[config.mk]
export PLATFORM = sky130hd
export DESIGN_NAME = fp_mult_arbiter
export DESIGN_NICKNAME = d
export VERILOG_FILES = /design/src/rtl/fp_mult_arb_pkg.sv /design/src/rtl/rr_arbiter.sv /design/src/rtl/fp_mult_arbiter.sv
export SDC_FILE = /design/constraint.sdc
export NUM_CORES = 1
export LEC_CHECK = 0
export BUFFER_PORTS_ARGS = -buffer_cell sky130_fd_sc_hd__buf_2
export CAP_MARGIN = 20
export CORE_AREA = 5 5 192 194
export DETAILED_ROUTE_END_ITERATION = 10
export DIE_AREA = 0 0 197 199
export PLACE_DENSITY = 0.53
export SYNTH_ARGS = -nofsm -noshare
export SYNTH_HDL_FRONTEND = slang
export SYNTH_SLANG_ARGS = --single-unit
[constraint.sdc]
create_clock -name clk -period 2.2 [get_ports clk]
set_input_delay 0.33 -clock clk [delete_from_list [all_inputs] [get_ports clk]]
set_output_delay 0.33 -clock clk [all_outputs]
set_load 0.01 [all_outputs]
[src/rtl/fp_mult_arb_pkg.sv]
// Shared types and constants for the fp32 multiplier arbiter and its helpers.
package fp_mult_arb_pkg;

    localparam int unsigned FP_W    = 32;
    localparam int unsigned MAX_REQ = 8;

    // Number of bits needed to encode n distinct ids, never less than one.
    function automatic int unsigned id_width(input int unsigned n);
        int unsigned w;
        w = 1;
        while ((32'd1 << w) < n) w = w + 1;
        return w;
    endfunction

    // Ids are sized for the largest supported requester count so the tag type
    // does not depend on the instance parameters.
    localparam int unsigned ID_W = id_width(MAX_REQ);

    typedef struct packed {
        logic            valid;
        logic [ID_W-1:0] id;
    } mult_tag_t;

endpackage

[src/rtl/rr_arbiter.sv]
// Combinational round-robin arbiter: grants the first eligible index at or
// after ptr, wrapping modulo N.
module rr_arbiter
    import fp_mult_arb_pkg::*;
#(
    parameter int unsigned N = 4
) (
    input  logic [N-1:0]    eligible,
    input  logic [ID_W-1:0] ptr,
    output logic [N-1:0]    grant,
    output logic [ID_W-1:0] id,
    output logic            any_grant
);

    // Walk offsets from ptr; the first eligible hit wins.
    always_comb begin
        int unsigned pos;
        grant     = '0;
        id        = '0;
        any_grant = 1'b0;
        pos       = 0;
        for (int unsigned off = 0; off < N; off++) begin
            pos = 32'(ptr) + off;
            if (pos >= N) pos = pos - N;
            for (int unsigned i = 0; i < N; i++) begin
                if (!any_grant && eligible[i] && (pos == i)) begin
                    grant[i]  = 1'b1;
                    id        = ID_W'(i);
                    any_grant = 1'b1;
                end
            end
        end
    end

endmodule

[src/rtl/fp_mult_arbiter.sv]
// Shares one pipelined fp32 multiplier among NUM_REQ requesters. A tag pipe
// matched to the multiplier latency routes each result back to its owner.
module fp_mult_arbiter
    import fp_mult_arb_pkg::*;
#(
    parameter int unsigned NUM_REQ      = 4,
    parameter int unsigned MULT_LATENCY = 4
) (
    input  logic                    clk,
    input  logic                    rst,
    input  logic [NUM_REQ-1:0]      req_valid,
    input  logic [NUM_REQ*FP_W-1:0] req_a,
    input  logic [NUM_REQ*FP_W-1:0] req_b,
    output logic [NUM_REQ-1:0]      req_ready,
    output logic [NUM_REQ-1:0]      rsp_valid,
    output logic [NUM_REQ*FP_W-1:0] rsp_data,
    input  logic [NUM_REQ-1:0]      rsp_ready,
    output logic [FP_W-1:0]         mult_a,
    output logic [FP_W-1:0]         mult_b,
    input  logic [FP_W-1:0]         mult_result,
    output logic                    busy
);

    logic [NUM_REQ-1:0] inflight;
    logic [NUM_REQ-1:0] pending;
    logic [NUM_REQ-1:0] eligible;
    logic [NUM_REQ-1:0] grant;
    logic [ID_W-1:0]    rr_ptr;
    logic [ID_W-1:0]    gnt_id;
    logic               any_grant;
    logic               accept;
    logic [FP_W-1:0]    sel_a;
    logic [FP_W-1:0]    sel_b;
    logic               tag_any;
    mult_tag_t          tags [MULT_LATENCY+1];

    // A held response counts as outstanding, so capture can never collide with it.
    assign pending  = inflight | rsp_valid;
    assign eligible = req_valid & ~pending;

    rr_arbiter #(
        .N (NUM_REQ)
    ) u_arb (
        .eligible  (eligible),
        .ptr       (rr_ptr),
        .grant     (grant),
        .id        (gnt_id),
        .any_grant (any_grant)
    );

    assign req_ready = grant & {NUM_REQ{rst}};
    assign accept    = any_grant & rst;

    // Operand mux driven by the one-hot grant.
    always_comb begin
        sel_a = '0;
        sel_b = '0;
        for (int i = 0; i < NUM_REQ; i++) begin
            if (grant[i]) begin
                sel_a = req_a[i*FP_W +: FP_W];
                sel_b = req_b[i*FP_W +: FP_W];
            end
        end
    end

    // Operand registers feeding the multiplier; hold when nothing is accepted.
    always_ff @(posedge clk or negedge rst) begin
        if (!rst) begin
            mult_a <= '0;
            mult_b <= '0;
        end else if (accept) begin
            mult_a <= sel_a;
            mult_b <= sel_b;
        end
    end

    // Round-robin pointer moves just past the last winner.
    always_ff @(posedge clk or negedge rst) begin
        if (!rst) begin
            rr_ptr <= '0;
        end else if (accept) begin
            rr_ptr <= (gnt_id == ID_W'(NUM_REQ - 1)) ? '0 : gnt_id + ID_W'(1);
        end
    end

    // Tag pipe shifts every edge; the last entry lines up with mult_result.
    always_ff @(posedge clk or negedge rst) begin
        if (!rst) begin
            for (int k = 0; k <= MULT_LATENCY; k++) tags[k] <= '0;
        end else begin
            tags[0] <= '{valid: accept, id: gnt_id};
            for (int k = 1; k <= MULT_LATENCY; k++) tags[k] <= tags[k-1];
        end
    end

    // Per-requester in-flight flag and valid/ready response register.
    always_ff @(posedge clk or negedge rst) begin
        if (!rst) begin
            inflight  <= '0;
            rsp_valid <= '0;
            rsp_data  <= '0;
        end else begin
            for (int i = 0; i < NUM_REQ; i++) begin
                if (tags[MULT_LATENCY].valid && (tags[MULT_LATENCY].id == ID_W'(i))) begin
                    rsp_data[i*FP_W +: FP_W] <= mult_result;
                    rsp_valid[i]             <= 1'b1;
                    inflight[i]              <= 1'b0;
                end else begin
                    if (rsp_ready[i]) rsp_valid[i] <= 1'b0;
                    if (accept && grant[i]) inflight[i] <= 1'b1;
                end
            end
        end
    end

    // Busy while any tag, in-flight op or held response remains.
    always_comb begin
        tag_any = 1'b0;
        for (int k = 0; k <= MULT_LATENCY; k++) tag_any = tag_any | tags[k].valid;
        busy = tag_any | (|inflight) | (|rsp_valid);
    end

endmodule

### After elaboration in Yosys (flattened, before gate mapping)

Index checks and enable logic that the tools add are counted.

| word-level totals | value |
|---|---|
| register bits after elaboration | 223 |
| output and inout bits | 201 |
| logic and storage cells | 208 |

| operators by class | value |
|---|---|
| $add $sub $neg | 8 |
| $lt $le $gt $ge | 4 |
| equality and inequality tests | 16 |
| multiplexer cells | 75 |
| bitwise operators | 11 |
| reduce and logical (&&, ||, !) cells | 69 |

Operators by type and width:

| kind | number |
|---|---|
| 2-to-1 mux 32 bit | 12 |
| equality test 32 x 2 -> 1 bit, second input constant | 8 |
| equality test 32 x 1 -> 1 bit, second input constant | 4 |
| logical NOT 32 bit | 4 |
| >= comparator 32 x 3 -> 1 bit, second input constant | 3 |
| subtractor 32 x 3 -> 32 bit, second input constant | 3 |
| 2-to-1 mux 1 bit | 48 |
| logical AND 1 bit | 39 |
| 2-to-1 mux 2 bit | 14 |
| nonzero test 2 bit | 8 |
| logical NOT 1 bit | 15 |
| equality test 3 x 2 -> 1 bit, second input constant | 3 |
| adder 3 x 2 -> 4 bit, second input constant | 2 |
| AND 4 bit | 2 |
| OR reduction 4 bit | 2 |
| OR 1 bit | 6 |
| adder 3 x 1 -> 4 bit, second input constant | 1 |
| NOT 4 bit | 1 |
| OR 4 bit | 1 |
| subtractor 3 x 3 -> 4 bit, second input constant | 1 |
| adder 3 x 1 -> 3 bit, second input constant | 1 |
| equality test 3 x 1 -> 1 bit, second input constant | 1 |
| >= comparator 3 bit, second input constant | 1 |
| logical NOT 3 bit | 1 |
| other kinds (2) | 2 |

### Depth between registers and ports, before layout

| logic depth | value |
|---|---|
| word-level depth | 69 |
| mapped depth | 7 |

### By module

From an unflattened synthesis, not the netlist that was laid out.

| second synthesis, totals | value |
|---|---|
| cell total of the unflattened synthesis | 897 |
| area, all modules | 10,239.8 µm² |

Modules (own cells, without submodules):

| module | instances | cells each | area each (µm²) |
|---|---|---|---|
| fp_mult_arbiter | 1 | 860 | 9,990.8 |
| rr_arbiter | 1 | 37 | 249.0 |

### Worst setup path before layout

OpenSTA, ideal clock, no wires.

| timing path | value |
|---|---|
| path kind | register to output |
| start point | register rsp_valid[1] |
| end point | output port req_ready[0] |
| arrival time | 1,624 ps |
| required time | 1,870 ps |
| slack | 246 ps |
| cell stages (with the launch flop) | 7 |
| cell sequence | dfrtp_1 nor3b_2 o22ai_1 a32o_2 buf_6 buf_4 and2_1 |

| on the way | value |
|---|---|
| word-level cells in the longest chain between the ends | 51 |

RTL lines:

| what | RTL line | source |
|---|---|---|
| start, declared | fp_mult_arbiter.sv:15 | `output logic [NUM_REQ-1:0] rsp_valid,` |
| start signal, assigned | fp_mult_arbiter.sv:100 | `rsp_valid <= '0;` |
| start signal, assigned by index | fp_mult_arbiter.sv:106 | `rsp_valid[i] <= 1'b1;` |
| start signal, assigned by index | fp_mult_arbiter.sv:109 | `if (rsp_ready[i]) rsp_valid[i] <= 1'b0;` |
| OR 4 bit (*) | fp_mult_arbiter.sv:38 | `assign pending = inflight \| rsp_valid;` |
| NOT 4 bit (*) | fp_mult_arbiter.sv:39 | `assign eligible = req_valid & ~pending;` |
| AND 4 bit (*) | fp_mult_arbiter.sv:39 |  |
| logical AND 1 bit (2 in series) | rr_arbiter.sv:26 | `if (!any_grant && eligible[i] && (pos == i)) begin` |
| 2-to-1 mux 1 bit | rr_arbiter.sv:26 |  |
| logical NOT 1 bit | rr_arbiter.sv:26 |  |
| logical AND 1 bit (2 in series) | rr_arbiter.sv:26 |  |
| 2-to-1 mux 1 bit | rr_arbiter.sv:26 |  |
| (+31 left out) | -- |  |
| 2-to-1 mux 1 bit | rr_arbiter.sv:26 |  |
| logical NOT 1 bit | rr_arbiter.sv:26 |  |
| logical AND 1 bit (2 in series) | rr_arbiter.sv:26 |  |
| 2-to-1 mux 1 bit | rr_arbiter.sv:26 |  |
| logical NOT 1 bit | rr_arbiter.sv:26 |  |
| logical AND 1 bit (2 in series) | rr_arbiter.sv:26 |  |
| 2-to-1 mux 1 bit (*) | rr_arbiter.sv:26 |  |
| AND 4 bit (*) | fp_mult_arbiter.sv:51 | `assign req_ready = grant & {NUM_REQ{rst}};` |
| end, declared | fp_mult_arbiter.sv:14 | `output logic [NUM_REQ-1:0] req_ready,` |

Every way passes the cells marked *; elsewhere a longest branch is shown, timed or not.

### Final worst setup path

Ends and elaborated chain as after synthesis.

==> reports/metrics.csv <==
metric;value;unit
pwr-share-comb;50.4;%
antenna_found_initial;14;
pwr-share-seq;30.4;%
viasPerCell;4.94;
clock_path_buffers;3;
grt_max_degree;166;
num_vias;8969;
finalClockSkew;10.2;ps
top_layer_used;met5;
die_area;39200;sq um
core-area;35100;sq um
tightestPinTransition;910;ps
slew_headroom;39.3;%
drive_gt1_share;64.9;%
status;finished, violations left;
end_kind;output port;
met3_length;3.42;mm
crit_fanout;3;
synth_seq_cells;217;
min_path_type;input port to register;
power_frac_clock;19.2;%
slowest_delay;400;ps
routedWlPerCell;21.9;um
rows;69;
drc_errors;0;
n_fill_cell;3480;
whs;38.1;ps
p_per_area;1520;nW/um^2
clkSlewWorstSetupHoldPaths;60;ps
violations;negative setup slack;
port_buffers;498;
yosysWarnings;0;
crit_required;1870;ps
synthToLayoutAreaGrowth;47.2;%
place_ws;32.5;ps
nets;1625;
cp_top_family;simple AND/OR/NAND/NOR gates;
cts_tree;built;
criticalPathCategory;register to output port;
swShare;38.4;%
p_sw;8.74;mW
rsz0062_at_grt;true;
wl;39.9;mm
setup_viol;4;
cap_violations;0;
final_cell_mix;buf_2, dfrtp_1, mux2_2;
path_buf_inv;2;
netlist_area;10200;sq um
synthesis.nets;1088;
root_buffer;clkbuf_16;
cellLeakagePower;7.07;nW
ys_seq_area_share;53.3;%
maxSlewViolCount;0;
multi_input_area;4670;sq um
cts.sinks;217;
drt_pass1_iterations;5;
grt_usage;18.6;%
overflow;0;
p_int;14.0;mW
regArea;5430;sq um
cts_max_level;1;
hpwl;28.4;mm
crit_path_start_kind;register;
yosysUniqueCellTypes;40;
first_iter_violations;298;
cp.arrival;1980;ps
ir_drop;0.640;mV
grt_pass1_vias;9599;
cts_made_buffers;25;
gp_congestion;0.851;
io_pins;499;
max_clock_freq;433;MHz
met2WireLength;19.8;mm
ant_nets;0;
die_w;197;um
die_h;199;um
clock_latency;520;ps
grt_pass1_wl;57.7;mm
synthCells;790;
avgSynthCellArea;12.9;sq um
slowest_stage;dfrtp_1;
wl_met1;15.4;mm
start_util;29.1;%
hold_viol;0;
final_common_cell;buf_2;
timing.final.crit_share;105;%
fin_crit;2310;ps
worstPathCellList;nor3b_4 -> buf_4 -> o22ai_2 -> a32o_4 -> and2_4 -> buf_6;
setup_ws;-111;ps
[final timing paths]
| path | slack [ps] | start | cells after the start | to |
|---|---|---|---|---|
| min in group asynchronous | 300 | rst | 2 | rsp_valid[0] |
| max | -110 | rsp_valid[1] | 6 | req_ready[0] |
| min reg2reg | 350 | tags[9] | 0 | tags[5] |
| max reg2reg | 40 | rsp_valid[2] | 8 | mult_b[4] |
| min | 40 | req_a[113] | 3 | mult_a[17] |
| max in group asynchronous | 710 | rst | 3 | mult_b[8] |
[tightest hold or removal path: stages]
cell and delay [ps]:
buf_2 80, a31oi_1 70, o31ai_2 40
[metrics by stage]
stage          area [sq um]  total power, mW  utilization [%]  TNS (ps)  instances
6_report              15000             22.8             42.8      -289       1817
5_1_grt               15000             24.2             42.8      -760       1816
4_1_cts               14600             22.4             41.6      -392       1795
3_5_place_dp          13300             17.5             38.1         0       1717
3_3_place_gp          13300             17.3             38.1         0       1717
2_1_floorplan         10200             13.3                -         0        790
[what timing repair did]
item / CTS / global route
hold buffers: 9 / 0
setup buffers: 24 / 3
setup endpoints to repair: 4 / 42
cloned: 0 / 8
gates resized for setup: 28 / 39
pin swaps: 12 / 6
endpoints found under the hold margin: 26 / 0
[final cells by class]
type	count	area share (%)
Sequential cell	217	36.2
Clock buffer	38	5.03
Timing Repair Buffer	576	22.7
Clock inverter	7	0.784
Antenna cell	11	0.183
Inverter	7	0.175
Tap cell	461	3.84
Multi-Input combinational cell	500	31.1
[power by group through the flow]
| stage | Clock [mW] | Sequential [mW] | Combinational, mW |
|---|---|---|---|
| after global placement | 0 | 6.91 | 10.4 |
| final | 4.38 | 6.92 | 11.5 |
| after CTS | 4.54 | 6.92 | 10.9 |
| after floorplan | 0 | 7.70 | 5.62 |
| after global routing | 4.70 | 7.17 | 12.4 |
| after detailed placement | 0 | 6.95 | 10.5 |
[state kept, by name (all words and copies together) (netlist names)]
register,cells
inflight,4
mult_a,32
mult_b,32
rr_ptr,2
rsp_data,128
rsp_valid,4
tags,15
[cells in the mapped netlist]
cell type / number / area (sq um)
dfrtp_1: 217 / 5430
mux2_2: 128 / 1440
nor2_1: 68 / 255
and2_1: 67 / 419
a31oi_1: 62 / 388
o31ai_2: 40 / 500
a221oi_2: 39 / 586
a221oi_1: 25 / 219
clkbuf_1: 25 / 93.8
o31ai_1: 24 / 180
buf_2: 14 / 70.1
buf_6: 11 / 124
buf_4: 10 / 75.1
o21ai_0: 10 / 50.1
inv_1: 6 / 22.5
clkbuf_2: 5 / 25.0
a21oi_1: 3 / 15.0
buf_1: 3 / 11.3
nor3b_2: 3 / 37.5
o21a_1: 3 / 22.5
a32oi_1: 2 / 17.5
nand2_1: 2 / 7.51
nand3b_1: 2 / 15.0
nor3b_4: 2 / 37.5
nor4_1: 2 / 12.5
o211a_1: 2 / 20.0
o22ai_1: 2 / 12.5
a21o_1: 1 / 7.51
a22o_2: 1 / 10.0
a22oi_1: 1 / 7.51
a32o_2: 1 / 11.3
inv_2: 1 / 3.75
nand2b_1: 1 / 6.26
nand2b_4: 1 / 13.8
nand3_1: 1 / 5.00
nand4_1: 1 / 6.26
nor3_1: 1 / 5.00
o41ai_2: 1 / 16.3
or2_2: 1 / 6.26
or3b_1: 1 / 8.76
[logic make-up (layout without fill, tap and decap cells)]
group           count (synthesis)  count (layout)  synth area share (%)
compound gates                217             217                  20.2
flops                         217             217                  53.3
simple gates                  153             155                  8.20
mux                           128             128                  14.1
buf+inv                        75             628                  4.17
other cells                     0              11                     0
[layer usage]
metal / global-route usage (%) / vias up
li1: - / 4085
met2: 31.6 / 367
met5: 0 / -
met1: 22.5 / 4452
met4: 6.21 / 6
met3: 6.01 / 59
(Power assumes the default switching activity.)
